<file path="src/rtl/alu_ctrl_seq.sv">
// rtl/alu_ctrl_seq.sv - handshaked ALU control decoder with optional serial shift expansion
module alu_ctrl_seq #(
    parameter int OP_W        = 4,
    parameter int SHAMT_W     = 5,
    parameter int MULTI_SHIFT = 1
) (
    input  logic               clock,
    input  logic               reset_n,
    input  logic               in_valid,
    output logic               in_ready,
    input  logic [OP_W-1:0]    alu_op,
    input  logic [SHAMT_W-1:0] shamt,
    output logic               out_valid,
    input  logic               out_ready,
    output logic               out_last,
    output logic               b_inv,
    output logic               cin,
    output logic [1:0]         s,
    output logic [1:0]         m,
    output logic [1:0]         shift,
    output logic [1:0]         sel,
    output logic [SHAMT_W-1:0] out_shamt,
    output logic               illegal
);

    typedef enum logic {IDLE, EMIT} state_t;

    state_t             state, state_nxt;
    logic [SHAMT_W-1:0] rem, rem_nxt, rem_d;
    logic [SHAMT_W-1:0] osh_q, osh_nxt, osh_d;
    // {illegal, b_inv, cin, s, m, shift, sel}
    logic [10:0]        ctrl_q, ctrl_nxt, ctrl_d;

    logic       d_illegal, d_b_inv, d_cin, is_shift;
    logic [1:0] d_s, d_m, d_shift, d_sel;
    logic       accept, beat_done, last_done;

    assign out_valid = (state == EMIT);
    assign out_last  = (rem == SHAMT_W'(1));
    assign in_ready  = !out_valid || (out_ready && out_last);
    assign accept    = in_valid && in_ready;
    assign beat_done = out_valid && out_ready;
    assign last_done = beat_done && out_last;

    assign {illegal, b_inv, cin, s, m, shift, sel} = ctrl_q;
    assign out_shamt = osh_q;

    always_comb begin
        d_illegal = 1'b0;
        d_b_inv   = 1'b0;
        d_cin     = 1'b0;
        d_s       = 2'd0;
        d_m       = 2'd0;
        d_shift   = 2'd0;
        d_sel     = 2'd0;
        is_shift  = 1'b0;
        if (alu_op >= OP_W'(12)) begin
            d_illegal = 1'b1;
        end else begin
            case (alu_op[3:0])
                4'd0: d_s = 2'd1;
                4'd1: begin d_b_inv = 1'b1; d_cin = 1'b1; d_s = 2'd1; end
                4'd2: begin d_s = 2'd2; is_shift = 1'b1; end
                4'd3: begin d_s = 2'd2; d_shift = 2'd1; is_shift = 1'b1; end
                4'd4: begin d_s = 2'd2; d_shift = 2'd2; is_shift = 1'b1; end
                4'd6: d_sel = 2'd1;
                4'd7: d_sel = 2'd2;
                4'd8, 4'd9, 4'd10, 4'd11: begin
                    d_b_inv = 1'b1;
                    d_cin   = 1'b1;
                    d_s     = 2'd3;
                    d_m     = alu_op[1:0];
                end
                default: ;
            endcase
        end
        ctrl_d = {d_illegal, d_b_inv, d_cin, d_s, d_m, d_shift, d_sel};

        // shamt=0 still needs one beat to carry the no-op shift to the ALU
        if (is_shift && (MULTI_SHIFT != 0)) begin
            rem_d = (shamt == '0) ? SHAMT_W'(1) : shamt;
            osh_d = (shamt == '0) ? '0 : SHAMT_W'(1);
        end else begin
            rem_d = SHAMT_W'(1);
            osh_d = is_shift ? shamt : '0;
        end
    end

    always_comb begin
        state_nxt = state;
        rem_nxt   = rem;
        osh_nxt   = osh_q;
        ctrl_nxt  = ctrl_q;
        if (accept) begin
            state_nxt = EMIT;
            rem_nxt   = rem_d;
            osh_nxt   = osh_d;
            ctrl_nxt  = ctrl_d;
        end else if (last_done) begin
            state_nxt = IDLE;
            rem_nxt   = '0;
            osh_nxt   = '0;
            ctrl_nxt  = '0;
        end else if (beat_done) begin
            rem_nxt   = rem - SHAMT_W'(1);
        end
    end

    always_ff @(posedge clock or negedge reset_n) begin
        if (!reset_n) begin
            state  <= IDLE;
            rem    <= '0;
            osh_q  <= '0;
            ctrl_q <= '0;
        end else begin
            state  <= state_nxt;
            rem    <= rem_nxt;
            osh_q  <= osh_nxt;
            ctrl_q <= ctrl_nxt;
        end
    end

endmodule

</file>
<file path="config.mk">
export PLATFORM = sky130hd
export DESIGN_NAME = alu_ctrl_seq
export DESIGN_NICKNAME = d
export VERILOG_FILES = /design/src/rtl/alu_ctrl_seq.sv
export SDC_FILE = /design/constraint.sdc
export NUM_CORES = 1
export LEC_CHECK = 0
export ABC_AREA = 1
export CORE_UTILIZATION = 48
export CTS_BUF_LIST = sky130_fd_sc_hd__clkbuf_4
export CTS_CLUSTER_SIZE = 10
export DETAILED_ROUTE_END_ITERATION = 16
export HOLD_SLACK_MARGIN = 0.08
export PLACE_DENSITY_LB_ADDON = 0.05
export SLEW_MARGIN = 20
export SYNTH_ARGS = -nofsm -noshare
export SYNTH_HDL_FRONTEND = slang
export SYNTH_SLANG_ARGS = --single-unit
</file>
<file path="constraint.sdc">
create_clock -name clock -period 1.7 [get_ports clock]
set_input_delay 0.425 -clock clock [delete_from_list [all_inputs] [get_ports clock]]
set_output_delay 0.425 -clock clock [all_outputs]
set_load 0.01 [all_outputs]
</file>
==> Yosys cells after proc, flatten, opt, wreduce, memory -nomap -nowiden <==
Index checks and enable logic that the tools add are counted.
{ "word_totals": {"regBits": 22, "input_bits": 13, "out_inout_bits": 19, "wordCells": 57} }
{ "classes": {"addsub": 1, "magnitude_cmp": 1, "eq_ne": 11, "muxes": 26, "n_reduce_logical": 14} }
{ "op_table": {"columns": ["operator", "count"], "rows": [
  ["5-bit two-way mux", 7],
  ["11-bit two-way mux", 2],
  ["4-bit equality test, second input constant", 4],
  ["4-bit by 3-bit equality test with 1-bit output, second input constant", 3],
  ["2-bit two-way mux", 5],
  ["1-bit two-way mux", 9],
  ["4-bit by 2-bit equality test with 1-bit output, second input constant", 2],
  ["2-bit one-hot mux with 2 select lines", 2],
  ["2-bit one-hot mux with 3 select lines", 1],
  ["5-bit by 1-bit equality test with 1-bit output, second input constant", 1],
  ["5-bit zero test", 1],
  ["5-bit OR reduction", 1],
  ["5-bit by 1-bit subtractor with 5-bit output, second input constant", 1],
  ["4-bit by 1-bit equality test with 1-bit output, second input constant", 1],
  ["4-bit greater-or-equal comparator, second input constant", 1],
  ["1-bit logical AND", 4],
  ["4-bit zero test", 1],
  ["4-bit OR reduction", 1],
  ["3-bit nonzero test", 1],
  ["3-bit OR reduction", 1],
  ["2-bit nonzero test", 1],
  ["2-bit OR reduction", 1],
  ["1-bit zero test", 1],
  ["1-bit logical OR", 1]
]} }

==> Longest topological paths before layout <==
Gate-level depths: netlist of the first run.
{ "depth": {"depth_word": 6, "mapped_depth": 11, "mapped_depth_nobuf": 10} }

==> Least setup slack after synthesis of the first run <==
OpenSTA, ideal clock, no wires.
{ "synth_path": {"path_type": "register -> output", "start": "register rem[1]", "end": "output out_last", "t_arrival_ns": 0.968, "setup_slack_ns": 0.307, "path_stages_with_launch": 5, "cell_sequence": "dfrtp_1 -> inv_1 -> ha_1 -> inv_1 -> nor4_1"} }
{ "synth_between": {"elab_chain_cells": 1} }
{ "synth_lines": {"columns": ["item", "line_no", "source"], "rows": [
  ["start: declaration", "29", "logic [SHAMT_W-1:0] rem, rem_nxt, rem_d;"],
  ["start signal: assignment", "117", "rem <= rem_nxt;"],
  ["5-bit by 1-bit equality test with 1-bit output", "39", "assign out_last = (rem == SHAMT_W'(1));"],
  ["end: declaration", "15", "output logic out_last,"]
]} }
No other way between the ends.

==> Worst setup path in the final report of the first run <==
{ "layout_path": {"start": "register rem[1]", "end": "output in_ready"} }
{ "layout_between": {"elab_chain_cells": 3} }
{ "layout_lines": {"columns": ["item", "line_no", "source"], "rows": [
  ["5-bit by 1-bit equality test with 1-bit output", "39", null],
  ["1-bit logical AND", "40", "assign in_ready = !out_valid || (out_ready && out_last);"],
  ["1-bit logical OR", "40", null],
  ["end: declaration", "10", "output logic in_ready,"]
]} }
No other way between the ends.

==> out/results.tsv, run 1 <==
metric	value	unit
Maximum Capacitance Violations	0	
Critical Path RT	1.27	ns
Static Leak	0.788	nW
async set-or-reset flop fraction in the synthesized netlist	1.00	
crit-path max cell delay	0.40	ns
Area growth, synth to finish	54.1	%
dpl hpwl	2030	um
Pre-antenna DRT Iters	4	
antenna violations before repair	0	
Port Buf Inserts	27	
die area	0.00236	mm2
Iter 0 DRT Violations	23	
FMAX	579	MHz
Crit path depth	7	
# diodes	0	
Met3 Routed Length	71	um
fillers	136	
vias in the first global route	1095	
Max Fanout on Critical Path	2	
layout cells sized above 1	0.279	
WL/cell	13.1	um
Synth Register Bits	17	
total power	1.84	mW
WS Path Type	reg -> out	
met2 WL	1600	um
flop-to-flop setup slack	0.12	ns
Syn Area/Cell	7.50	um2
Post-Layout Cell Count	224	
root buf cell	clkbuf_4	
number of flops mapped to enable cells by yosys	0	
top_reg_cell synth	dfrtp_1	
Seq/Total Area, Yosys	0.408	
placed cell count	215	
H-tree levels	1	
Chip Width	48.6	um
PD cells	1150	mW/mm2
endpoint class of the critical path	output pin	
row count	16	
cts bufs inserted	3	
setup repair after global routing missed its margin	yes	
Ys Warns	0	
WL final	2940	um
PnR worst setup slack	-0.0284	ns
setup tns final	-0.0284	ns
core region area	0.00200	mm2
delay-heaviest family, CP	flip-flops	
CP cell instances	inv_2 -> ha_4 -> inv_2 -> nor2_4 -> nand3_4 -> nand2_4 -> buf_6	
DRT met1 WL	1200	um
Slowest-stage cell, CP	dfrtp_1	
number of remaining DRC errors	0	
VDD IR max	0.000707	V
clock skew	0.00213	ns
Ports	32	
clk buf depth	2	
GP Congestion	0.827	
fin crit period	1.73	ns
Top Metal Used	met4	
first-pass GRT wire length	4710	um
pin count of the biggest net entering global routing	18	
worst r2r path cells	12	
vias per cell	5.04	
Die H	48.6	um
CTS Sinks	17	
Gate Count Post-Synth	139	
Data arrival, critical path	1.30	ns
Critical Path Source Type	register	
clk slew on worst S/H paths	0.10	ns
period utilisation layout	1.02	
endpoints failing hold	0	
Distinct cells, synth	25	
Final Max Slew Viols	0	
Final setup viols	1	
violated checks	setup timing	
CTS tree	done	
status	finished with violations	
Skew-Pair Late Insertion Delay	0.28	ns
worst min path class	in -> async	
Nets	213	
most used cell, CP	inv_2	
Starting Density	0.521	
Syn Std Cell Area	0.00104	mm2
CP bufs+invs	3	
Antenna Nets Post-Route	0	
Remaining Overflow, GRT	0	
total vias in the final route	1128	
GRT Util Overall	0.265	
flip-flops by register name, summed over array words and instances, names as in the netlist:
register,cells
ctrl_q,10
rem,5
out_shamt,1
out_valid,1
routing by layer:
| layer | track usage | vias to the layer above |
|---|---|---|
| met2 | 0.498 | 30 |
| met3 | 0.0472 | 8 |
| met1 | 0.284 | 534 |
| met4 | 0.127 | 0 |
| met5 | 0 | - |
| li1 | - | 556 |
layout make-up:
| cell class | count | area [um2] | share of cell area |
|---|---|---|---|
| Clock buffer | 4 | 30.0 | 0.0187 |
| Inverter | 12 | 45.0 | 0.0280 |
| Multi-Input combinational cell | 104 | 544 | 0.339 |
| Sequential cell | 17 | 427 | 0.266 |
| Tap cell | 27 | 33.8 | 0.0210 |
| Timing Repair Buffer | 60 | 527 | 0.328 |
layout by cell type, fill, tap and decap left out:
| master | netlist | layout |
|---|---|---|
| nand3_4 | 1 | 1 |
| dfrtp_2 | 0 | 1 |
| nand4_1 | 1 | 1 |
| buf_4 | 6 | 32 |
| buf_12 | 0 | 1 |
| ha_4 | 0 | 1 |
| nand2_2 | 2 | 1 |
| a21oi_1 | 2 | 2 |
| nand3_1 | 20 | 20 |
| buf_6 | 1 | 1 |
| a21oi_2 | 1 | 1 |
| buf_2 | 2 | 1 |
| ha_1 | 2 | 1 |
| o21ai_1 | 9 | 9 |
| nor2_1 | 18 | 16 |
| nand2_1 | 33 | 33 |
| or2_1 | 1 | 1 |
| inv_2 | 0 | 2 |
| nor2_2 | 3 | 4 |
| nor4_1 | 1 | 1 |
| nand3_2 | 1 | 1 |
| clkdlybuf4s50_1 | 0 | 25 |
| clkbuf_4 | 0 | 4 |
| nand3b_1 | 1 | 1 |
| nand2_4 | 1 | 2 |
| nor2_4 | 1 | 2 |
| xor2_1 | 1 | 1 |
| nor3_1 | 1 | 1 |
| dfrtp_1 | 17 | 16 |
| inv_1 | 12 | 10 |
| conb_1 | 1 | 4 |
kinds of logic (layout without fill, tap and decap cells):
group,Yosys count,after routing,share of synthesized area
xor gates and xnor gates,1,1,0.00840
and+or+nand+nor,85,85,0.388
DFF,17,17,0.408
adders and majority gates,2,2,0.0240
buffers and inverters,21,76,0.107
other,1,4,0.00360
AOI/OAI and AO/OA,12,12,0.0612
stage by stage:
step / instance area, um2 / setup slack [ns] / util / hold slack [ns]
floorplan: 1050 / 0.307 / - / 0.129
global placement: 1510 / -0.356 / 0.756 / 0.491
detailed placement: 1510 / -0.362 / 0.756 / 0.495
CTS: 1570 / -0.0403 / 0.783 / 0.459
global route: 1610 / -0.0979 / 0.803 / 0.472
finish: 1610 / -0.0284 / 0.803 / 0.461
power breakdown:
part           switching [mW]  leakage (nW)  internal [mW]
clock network           0.124        0.0184          0.107
registers               0.112         0.212          0.542
logic                   0.447         0.557          0.512
total                   0.683         0.788           1.16
cell usage after synthesis (2+ instances only):
cell | instances | area share
o21ai_1 | 9 | 0.043
buf_4 | 6 | 0.043
buf_2 | 2 | 0.0096
a21oi_1 | 2 | 0.0096
nand2_1 | 33 | 0.12
dfrtp_1 | 17 | 0.41
inv_1 | 12 | 0.043
nor2_2 | 3 | 0.018
nor2_1 | 18 | 0.065
nand3_1 | 20 | 0.096
nand2_2 | 2 | 0.012
ha_1 | 2 | 0.024
worst paths after layout:
| path | from | endpoint |
|---|---|---|
| setup / recovery | rem[1]$_DFFE_PN0P_ | in_ready |
| hold / removal | reset_n | rem[3]$_DFFE_PN0P_ |
| setup reg to reg | rem[1]$_DFFE_PN0P_ | rem[4]$_DFFE_PN0P_ |
| hold reg to reg | ctrl_q[0]$_DFFE_PN0P_ | ctrl_q[0]$_DFFE_PN0P_ |
| max in group asynchronous | reset_n | out_valid$_DFFE_PN0P_ |
| min in group clock | ctrl_q[0]$_DFFE_PN0P_ | ctrl_q[0]$_DFFE_PN0P_ |
repair_timing:
item / 4_1_cts / 5_1_grt
endpoints found under the setup margin: 3 / 14
pin swaps: 1 / 1
hold buffers: 0 / 0
buffers inserted: 1 / 4
gates resized for setup: 15 / 3
No activity file was read; power rests on OpenSTA's default activity.
==> run 2, diff against run 1 <==
Settings changed: SKIP_CTS_REPAIR_TIMING from default to 1.
==> out/results.tsv, run 2 (synthesis results as in run 1) <==
metric	value	unit
CTS Sinks	17	
commonest cells after routing, fill and taps aside	nand2_1, buf_4, clkdlybuf4s50_1	
endpoint class of the critical path	output pin	
WL final	2900	um
Largest regs	ctrl_q (10), rem (5)	
vias per cell	5.06	
commonest non-fill, non-tap cell in the layout	nand2_1	
Final Max Slew Viols	0	
clk slew on worst S/H paths	0.10	ns
root buf cell	clkbuf_4	
PD cells	1160	mW/mm2
violated checks	setup timing	
Pre-antenna DRT Iters	5	
VDD IR max	0.000710	V
setup repair after global routing missed its margin	yes	
cts bufs inserted	3	
die area	0.00236	mm2
Nets	212	
GRT Util Overall	0.233	
dpl hpwl	2030	um
pin count of the biggest net entering global routing	18	
clk buf depth	2	
CTS tree	done	
Top reg by flops	ctrl_q	
H-tree levels	1	
FMAX	571	MHz
flop-to-flop setup slack	0.03	ns
Core Util, Final	0.794	
antenna violations before repair	0	
PnR worst setup slack	-0.0513	ns
Critical Path RT	1.27	ns
Antenna Nets Post-Route	0	
core region area	0.00200	mm2
Starting Density	0.521	
Max Fanout on Critical Path	2	
max reg flops	10	
Static Leak	0.775	nW
GP Congestion	0.827	
number of remaining DRC errors	0	
setup tns final	-0.0599	ns
Die H	48.6	um
total vias in the final route	1128	
WS Path Type	reg -> out	
Skew-Pair Late Insertion Delay	0.28	ns
Area growth, synth to finish	52.5	%
WL/cell	13.0	um
vias in the first global route	1025	
first-pass GRT wire length	4250	um
Final setup viols	2	
Port Buf Inserts	27	
fillers	139	
fin crit period	1.75	ns
period utilisation layout	1.03	
row count	16	
worst min path class	in -> async	
Data arrival, critical path	1.33	ns
Remaining Overflow, GRT	0	
Iter 0 DRT Violations	17	
Maximum Capacitance Violations	0	
Ports	32	
# diodes	0	
endpoints failing hold	0	
layout cells sized above 1	0.265	
Chip Width	48.6	um
Critical Path Source Type	register	
clock skew	0.00273	ns
status	finished with violations	
-- run 2: critical path: stages (launching register included) --
cell     delay, ns
dfrtp_1       0.40
inv_2         0.08
ha_4          0.12
inv_2         0.04
nor2_4        0.14
nand3_4       0.09
nand2_4       0.07
buf_6         0.09
-- run 2: path summary, 6_finish.rpt --
path / start / endpoint / cells past startpoint
hold / removal: reset_n / ctrl_q[4]$_DFFE_PN0P_ / 2
min in group clock: ctrl_q[0]$_DFFE_PN0P_ / ctrl_q[0]$_DFFE_PN0P_ / 2
max in group asynchronous: reset_n / out_valid$_DFFE_PN0P_ / 2
setup reg to reg: rem[1]$_DFFE_PN0P_ / rem[4]$_DFFE_PN0P_ / 11
setup / recovery: rem[1]$_DFFE_PN0P_ / in_ready / 7
hold reg to reg: ctrl_q[0]$_DFFE_PN0P_ / ctrl_q[0]$_DFFE_PN0P_ / 2
-- run 2: metal layers --
metal	up-vias	global-route usage	share of wire
met1	546	0.260	0.42
met5	-	0	0
met2	26	0.446	0.54
met3	4	0.0440	0.030
met4	0	0.0686	0.011
li1	552	-	-
-- run 2: cell type report --
class,count,area (um2),share of cell area
Clock buffer,4,30.0,0.0189
Inverter,12,45.0,0.0283
Multi-Input combinational cell,104,534,0.336
Sequential cell,17,427,0.269
Tap cell,27,33.8,0.0213
Timing Repair Buffer,59,519,0.327
-- run 2: power by group --
group | switching, mW | internal, mW | total [mW]
Combinational | 0.450 | 0.508 | 0.958
Sequential | 0.110 | 0.543 | 0.653
Clock | 0.123 | 0.107 | 0.230
Total | 0.682 | 1.16 | 1.84
-- run 2: per-stage QoR --
step | hold slack [ns] | setup slack, ns | power [mW] | std cells | area, um2
finish | 0.464 | -0.0513 | 1.84 | 223 | 1590
global route | 0.469 | -0.128 | 1.95 | 223 | 1590
CTS | 0.459 | -0.523 | 1.76 | 219 | 1540
detailed placement | 0.495 | -0.362 | 1.52 | 215 | 1510
global placement | 0.491 | -0.356 | 1.49 | 215 | 1510
floorplan | 0.129 | 0.307 | 1.07 | 142 | 1050
